### src/rtl/game_pkg.sv
// Shared definitions for the Flappy VGA play-state controller.
// Holds the state encodings, the state enum built on them and the
// default sizing used by game_sequencer.
package game_pkg;

    localparam logic [2:0] ST_IDLE  = 3'd0;
    localparam logic [2:0] ST_READY = 3'd1;
    localparam logic [2:0] ST_PLAY  = 3'd2;
    localparam logic [2:0] ST_DYING = 3'd3;
    localparam logic [2:0] ST_OVER  = 3'd4;

    localparam int unsigned SCORE_W_DEF     = 4;
    localparam int unsigned READY_TICKS_DEF = 8;
    localparam int unsigned FLASH_TICKS_DEF = 16;

    typedef enum logic [2:0] {
        S_IDLE  = ST_IDLE,
        S_READY = ST_READY,
        S_PLAY  = ST_PLAY,
        S_DYING = ST_DYING,
        S_OVER  = ST_OVER
    } state_t;

endpackage

### src/rtl/game_sequencer_edge_pulse.sv
// Rising-edge detector for an already-synchronised button level.
// Ports:
//   clk   - system clock
//   reset - synchronous, active-high; history loads 1 so a button held
//           through reset does not register as a press
//   level - button level
//   rise  - high for the cycle in which level is 1 and the stored
//           previous level is 0 (combinational from the history register)
module edge_pulse (
    input  logic clk,
    input  logic reset,
    input  logic level,
    output logic rise
);

    logic prev;

    always_ff @(posedge clk) begin
        if (reset) begin
            prev <= 1'b1;
        end else begin
            prev <= level;
        end
    end

    assign rise = level & ~prev;

endmodule

### src/rtl/game_sequencer.sv
// Play-state controller: IDLE -> READY -> PLAY -> DYING -> OVER.
// Turns button levels into one-cycle commands, drives the start/ack/stop
// handshakes for pipes, physics and obstacle logic, generates the loss
// flash and keeps the high score.
// Ports:
//   Clk, reset           - clock, synchronous active-high reset
//   tick                 - one-cycle frame strobe
//   btn_start, btn_jump  - synchronised button levels
//   collide              - bird/pipe overlap level
//   score                - current score from the pipe RAM
//   start_pulse, ack_pulse, jump_pulse - registered one-cycle commands
//   run, stop            - motion enable / game-ended level
//   flash                - loss-flash enable for the colour path
//   high_score, new_best - best score since reset, last game beat it
//   state                - current state encoding
module game_sequencer
    import game_pkg::*;
#(
    parameter int unsigned READY_TICKS = READY_TICKS_DEF,
    parameter int unsigned FLASH_TICKS = FLASH_TICKS_DEF,
    parameter int unsigned SCORE_W     = SCORE_W_DEF
) (
    input  logic               Clk,
    input  logic               reset,
    input  logic               tick,
    input  logic               btn_start,
    input  logic               btn_jump,
    input  logic               collide,
    input  logic [SCORE_W-1:0] score,
    output logic               start_pulse,
    output logic               ack_pulse,
    output logic               run,
    output logic               stop,
    output logic               jump_pulse,
    output logic               flash,
    output logic [SCORE_W-1:0] high_score,
    output logic               new_best,
    output logic [2:0]         state
);

    localparam int unsigned CNT_MAX = (READY_TICKS > FLASH_TICKS) ? READY_TICKS : FLASH_TICKS;
    localparam int unsigned CNT_W   = $clog2(CNT_MAX + 1);

    state_t             state_q, state_d;
    logic [CNT_W-1:0]   cnt_q, cnt_d;
    logic               start_d, ack_d, jump_d, run_d, stop_d, flash_d, best_d;
    logic [SCORE_W-1:0] high_d;
    logic               start_edge, jump_edge;

    edge_pulse u_start_edge (
        .clk   (Clk),
        .reset (reset),
        .level (btn_start),
        .rise  (start_edge)
    );

    edge_pulse u_jump_edge (
        .clk   (Clk),
        .reset (reset),
        .level (btn_jump),
        .rise  (jump_edge)
    );

    // A tick coinciding with entry into READY or DYING is the first tick
    // of that state, so the counter starts at 1 (and DYING's flash is
    // already toggled); every other transition starts the counter at 0.
    always_comb begin
        state_d = state_q;
        cnt_d   = cnt_q;
        start_d = 1'b0;
        ack_d   = 1'b0;
        jump_d  = 1'b0;
        flash_d = flash;
        high_d  = high_score;
        best_d  = new_best;

        case (state_q)
            S_IDLE: begin
                flash_d = 1'b0;
                if (start_edge) begin
                    start_d = 1'b1;
                    state_d = S_READY;
                    cnt_d   = tick ? CNT_W'(1) : '0;
                end
            end
            S_READY: begin
                if (jump_edge) begin
                    state_d = S_PLAY;
                    cnt_d   = '0;
                end else if (tick) begin
                    if (cnt_q == CNT_W'(READY_TICKS - 1)) begin
                        state_d = S_PLAY;
                        cnt_d   = '0;
                    end else begin
                        cnt_d = cnt_q + CNT_W'(1);
                    end
                end
            end
            S_PLAY: begin
                if (collide) begin
                    state_d = S_DYING;
                    cnt_d   = tick ? CNT_W'(1) : '0;
                    flash_d = tick;
                    if (score > high_score) begin
                        high_d = score;
                        best_d = 1'b1;
                    end
                end else if (jump_edge) begin
                    jump_d = 1'b1;
                end
            end
            S_DYING: begin
                if (tick) begin
                    if (cnt_q == CNT_W'(FLASH_TICKS - 1)) begin
                        state_d = S_OVER;
                        cnt_d   = '0;
                        flash_d = 1'b0;
                    end else begin
                        cnt_d   = cnt_q + CNT_W'(1);
                        flash_d = ~flash;
                    end
                end
            end
            S_OVER: begin
                flash_d = 1'b0;
                if (start_edge) begin
                    ack_d   = 1'b1;
                    best_d  = 1'b0;
                    state_d = S_IDLE;
                    cnt_d   = '0;
                end
            end
            default: begin
                state_d = S_IDLE;
                cnt_d   = '0;
                flash_d = 1'b0;
                high_d  = '0;
                best_d  = 1'b0;
            end
        endcase

        run_d  = (state_d == S_PLAY);
        stop_d = (state_d == S_DYING) || (state_d == S_OVER);
    end

    always_ff @(posedge Clk) begin
        if (reset) begin
            state_q     <= S_IDLE;
            cnt_q       <= '0;
            start_pulse <= 1'b0;
            ack_pulse   <= 1'b0;
            jump_pulse  <= 1'b0;
            run         <= 1'b0;
            stop        <= 1'b0;
            flash       <= 1'b0;
            high_score  <= '0;
            new_best    <= 1'b0;
        end else begin
            state_q     <= state_d;
            cnt_q       <= cnt_d;
            start_pulse <= start_d;
            ack_pulse   <= ack_d;
            jump_pulse  <= jump_d;
            run         <= run_d;
            stop        <= stop_d;
            flash       <= flash_d;
            high_score  <= high_d;
            new_best    <= best_d;
        end
    end

    assign state = state_q;

endmodule

### config.mk
export PLATFORM = sky130hd
export DESIGN_NAME = game_sequencer
export DESIGN_NICKNAME = d
export VERILOG_FILES = /design/src/rtl/game_pkg.sv /design/src/rtl/game_sequencer_edge_pulse.sv /design/src/rtl/game_sequencer.sv
export SDC_FILE = /design/constraint.sdc
export NUM_CORES = 1
export LEC_CHECK = 0
export CORE_ASPECT_RATIO = 1.5
export CORE_MARGIN = 5
export CORE_UTILIZATION = 40
export CTS_CLUSTER_SIZE = 40
export DETAILED_ROUTE_END_ITERATION = 8
export DONT_BUFFER_PORTS = 1
export GPL_TIMING_DRIVEN = 1
export REMOVE_ABC_BUFFERS = 1
export SKIP_CTS_REPAIR_TIMING = 1
export SLEW_MARGIN = 20
export SYNTH_ARGS = -nofsm -noshare
export SYNTH_HDL_FRONTEND = slang
export SYNTH_HIERARCHICAL = 1
export SYNTH_SLANG_ARGS = --single-unit
### constraint.sdc
create_clock -name Clk -period 2.25 [get_ports Clk]
set_input_delay 0.225 -clock Clk [delete_from_list [all_inputs] [get_ports Clk]]
set_output_delay 0.225 -clock Clk [all_outputs]
set_load 0.01 [all_outputs]
# Yosys cells after proc, flatten, opt, wreduce, memory -nomap -nowiden
# Index checks and enable logic that the tools add are counted.
# totals
ff_bits	21
inputBits	10
output_inout_bits	14
wordCells	83
# op_classes
add_sub_neg	1
n_bitwise	11
n_mux	32
reduce_logical	11
n_eq_ne	15
magnitude_cmp	1
# op_table
op	count
$mux W5	8
$pmux W5 S5	1
$mux W3	8
$pmux W3 S5	1
$eq A3 B2 Y1 const B	4
$ne A2 B2 Y1 const B	5
$mux W1	9
$not A1 Y1	9
$mux W4	2
$pmux W4 S2	1
$eq A3 B3 Y1 const B	2
$pmux W1 S3	2
$reduce_and A3 Y1	2
$reduce_or A3 Y1	2
$add A5 B1 Y5 const B	1
$eq A5 B3 Y1 const B	1
$eq A5 B4 Y1 const B	1
$reduce_and A5 Y1	1
$gt A4 B4 Y1	1
$reduce_and A4 Y1	1
$reduce_or A2 Y1	2
$reduce_or A4 Y1	1
$eq A3 B1 Y1 const B	1
$logic_not A3 Y1	1
other kinds (3)	4

# Longest topological paths before layout
# logic_depth
word_depth	7
mapped_depth	8
mapped_depth_nobuf	8

# By module
# The synthesis kept the hierarchy.
# modules_own_cells
mod	seq_area_each_um2	area_per_inst_um2	instances	cells_each
game_sequencer	380.4	1102.3	1	126
edge_pulse	20.0	32.5	2	3

# Worst setup path before layout
# Ideal clock, no wire load.
# synth_path
path_kind	reg2reg
start	register cnt_q[0]
end	register stop
setup_time_ns	0.079
path_slack_ns	0.387
path_buffers	0
arrival_time_ns	1.784
t_required_ns	2.171
period_less_slack_ns	1.863
path_stages_with_launch	9
path_cell_list	dfxtp_1 ha_1 nand3_1 inv_1 ha_1 nand4bb_1 o41ai_4 or3_4 a211oi_2
# synth_between
elab_chain_cells	7
elab_cells_between_ends	11
classes_between	4 x eq/ne; 6 x mux; 1 x reduce/logical
# synth_rtl
element	line	rtl
from (decl)	game_sequencer.sv:45	logic [CNT_W-1:0] cnt_q, cnt_d;
from (signal assigned)	game_sequencer.sv:160	cnt_q <= cnt_d;
$eq A5 B3 Y1	game_sequencer.sv:91	if (cnt_q == CNT_W'(READY_TICKS - 1)) begin
$mux W3	game_sequencer.sv:91	
$mux W3	game_sequencer.sv:90	end else if (tick) begin
$mux W3	game_sequencer.sv:87	if (jump_edge) begin
$pmux W3 S5 (*)	game_sequencer.sv:77	case (state_q)
$eq A3 B2 Y1 / $eq A3 B3 Y1 (equally long branches)	game_sequencer.sv:143	stop_d = (state_d == S_DYING) || (state_d == S_OVER);
$logic_or A1 B1 Y1 (*)	game_sequencer.sv:143	
to (signal assigned)	game_sequencer.sv:165	stop <= stop_d;
to (decl)	game_sequencer.sv:33	output logic stop,
# Every way passes the cells marked *; elsewhere a longest branch is shown, timed or not.
# A chain may end at the register's enable or synchronous reset.

# Worst setup path after layout
# Same ends and word-level chain as after synthesis.

==> summary.md <==
| Metric | Value |
|---|---|
| Worst Path Arrival | 2.18 ns |
| Crit-path max FO | 6 |
| RSZ-0062 raised after global routing | false |
| I/O pins | 24 |
| PortBufs | 0 |
| # diodes | 0 |
| DRT iter0 DRCs | 26 |
| Mapped Area | 0.00117 mm^2 |
| Vias in the first global route | 970 |
| Routed wire length | 2650 um |
| Synth Flop Type | dfxtp_1 |
| Final WS setup | 0.250 ns |
| Layout cells sized above 1 | 8.40% |
| DIE WIDTH | 54.1 um |
| Yosys Warn Count | 6 |
| Worst r2r src | cnt_q[0] |
| Later-pin clock latency in the skew report | 0.26 ns |
| Cells after Synth | 132 |
| CP Cell Sequence | ha_1 -> nand3_1 -> inv_1 -> ha_2 -> nand4bb_1 -> o41ai_4 -> or3_4 -> a211oi_2 |
| Die Y | 76.2 um |
| Critical Path Max Stage Delay | 0.41 ns |
| Final hold violation count | 0 |
| Total power divided by cell area | 580 mW/mm^2 |
| Core area | 0.00285 mm^2 |
| Capturing point of the worst reg2reg path | stop |
| Initial antenna violation count | 0 |
| Initial Utilization | 40.9% |
| Final Cycle Share | 88.9% |
| Setup WS pre-CTS | 0.226 ns |
| Flip-flop and latch area | 420 um^2 |
| Max-slew violations | 0 |
| Max Buffers Root-to-Sink | 2 |
| Cell leakage power | 0.423 nW |
| Tmin final | 2.00 ns |
| Least-Margin Pin Slew | 0.694 ns |
| Fmax | 500 MHz |
| DR DRC count | 0 |
| Final Wtd Congestion | 0.946 |
| Commonest non-fill, non-tap cell in the layout | dfxtp_1 |
| Outcome | finished clean |
| Req. time, crit path | 2.43 ns |
| Design area | 0.00124 mm^2 |
| GRT Total Usage | 14.1% |
| Vias per cell | 5.72 |
| Min-Delay Path Class | in2reg |
| Count of cell types in the netlist | 41 |
| FILL cells | 293 |
| Hold Path Cell Cnt | 1 |
| Pin count of the biggest net entering global routing | 19 |
| Cells on worst reg2reg path | 8 |
| Hold path startpoint | reset |
| Post-Syn Area per Cell | 8.84 um^2 |
| Worst R2R Setup Slack | 0.25 ns |
| Sequential area share after synthesis | 36.0% |
| DP Wirelength | 2040 um |
| Setup crit end kind | flop |
| Placed instance area | 0.00119 mm^2 |
| Clock skew | 0.00422 ns |
| Flops & latches, synth | 21 |
| Post-synth ARST share | 0% |
| Most frequent cells in the layout | 21 x dfxtp_1, 11 x inv_1, 7 x nand3_1, 7 x o21ai_0, 7 x nand2_1 |
| First drt pass iteration count | 4 |
| Global-route wire length before repair | 4360 um |
| CTS buffer count | 3 |
| Setup-failing EPs final | 0 |
| Die area | 0.00412 mm^2 |
| Worst VDD drop | 0.000285 V |
| CTS HTree Levels | 1 |
| Critical Path Source Type | flop |
| Hold WS | 0.0228 ns |
| Setup TNS | 0 ns |
| Final core utilization | 43.5% |
| CP max stage cell | or3_4 |
| # nets final | 149 |
| Routed Antenna Nets | 0 |
| GR Overflow Total | 0 |
| Worst hold endpoint | stop |
| Area Overhead vs Synth | 6.22% |
| DR vias | 973 |
| DR WL/cell | 15.6 um |
| Crit path kind | reg2reg |
| CTS tree | yes |
| Max-Slew Margin vs Limit | 53.7% |
| Clock sink total | 21 |
| Worst-path clk slew | 0.07 ns |
| CTS Root Cell | clkbuf_8 |
| Multi-input logic area | 684 um^2 |
| Post-synth EDFFs | 0 |
| Placement Rows | 24 |
| Max-Cap Viols | 0 |
[through the flow]
stage	std cells	power, W
2_1_floorplan	127	0.000463
3_3_place_gp	166	0.000480
3_5_place_dp	166	0.000481
4_1_cts	170	0.000728
5_1_grt	170	0.000754
6_report	170	0.000719
[report_power, final]
group          total (W)  leakage (nW)  internal (W)  switching [W]
combinational  0.0000758         0.230     0.0000326      0.0000431
clock           0.000247        0.0228      0.000126       0.000121
sequential      0.000396         0.170      0.000380      0.0000163
[per-layer routing]
layer	vias to the layer above	global-route usage (%)	routed length [um]
met4	0	6.73	42
met5	-	0	0
met2	26	23.8	1370
met1	456	15.4	1080
met3	6	3.91	165
li1	485	-	-
[layout make-up]
type	instances	area share (%)
multi-input combinational	95	55.2
tap	39	3.94
clock buffer	4	3.63
sequential	21	33.9
inverter	11	3.33
[flip-flops by register name, indices dropped and copies added (netlist names)]
register,count
cnt_q,5
high_score,4
state,3
ack_pulse,1
flash,1
jump_pulse,1
new_best,1
run,1
start_pulse,1
stop,1
u_jump_edge/prev,1
u_start_edge/prev,1
[logic make-up (layout without fill, tap and decap cells)]
kind of cell	after synthesis	after routing	synth area share, %
mux	1	1	0.857
compound gates	35	35	22.7
buf+inv	16	15	5.57
fa+ha+maj	7	7	7.50
flops	21	21	36.0
simple gates	52	52	27.3
[synthesized netlist by cell type, types with 2 or more instances]
| cell type | number | area (um^2) |
|---|---|---|
| dfxtp_1 | 21 | 420 |
| inv_1 | 11 | 41.3 |
| ha_1 | 7 | 87.6 |
| nand2_1 | 7 | 26.3 |
| nand3_1 | 7 | 35.0 |
| o21ai_0 | 7 | 35.0 |
| a21oi_1 | 6 | 30.0 |
| nor2_1 | 6 | 22.5 |
| nor2b_1 | 6 | 37.5 |
| o32ai_1 | 5 | 43.8 |
| buf_2 | 4 | 20.0 |
| nand4_1 | 4 | 25.0 |
| nor3_1 | 4 | 20.0 |
| nand2b_1 | 3 | 18.8 |
| nor4_1 | 3 | 18.8 |
| a2111oi_0 | 2 | 17.5 |
| a21o_1 | 2 | 15.0 |
| a31oi_1 | 2 | 12.5 |
| or2_1 | 2 | 12.5 |
| or3_1 | 2 | 12.5 |
[worst max-delay path, delay by kind of cell (launching register included)]
family	cells	cell delay, ns
fa+ha+maj	2	0.43
simple gates	3	0.70
compound gates	2	0.34
buf+inv	1	0.07
flops	1	0.37
[worst max-delay path by stage]
stage | from | endpoint | slack, ns | depth (start not counted)
global placement | cnt_q[0] | stop | 0.27 | 8
CTS | cnt_q[0] | stop | 0.21 | 8
floorplan | cnt_q[0] | stop | 0.38 | 8
detailed placement | cnt_q[0] | stop | 0.23 | 8
finish | cnt_q[0] | stop | 0.25 | 8
global route | cnt_q[0] | stop | 0.04 | 8
Note: power is estimated with default switching activity, not from simulation.
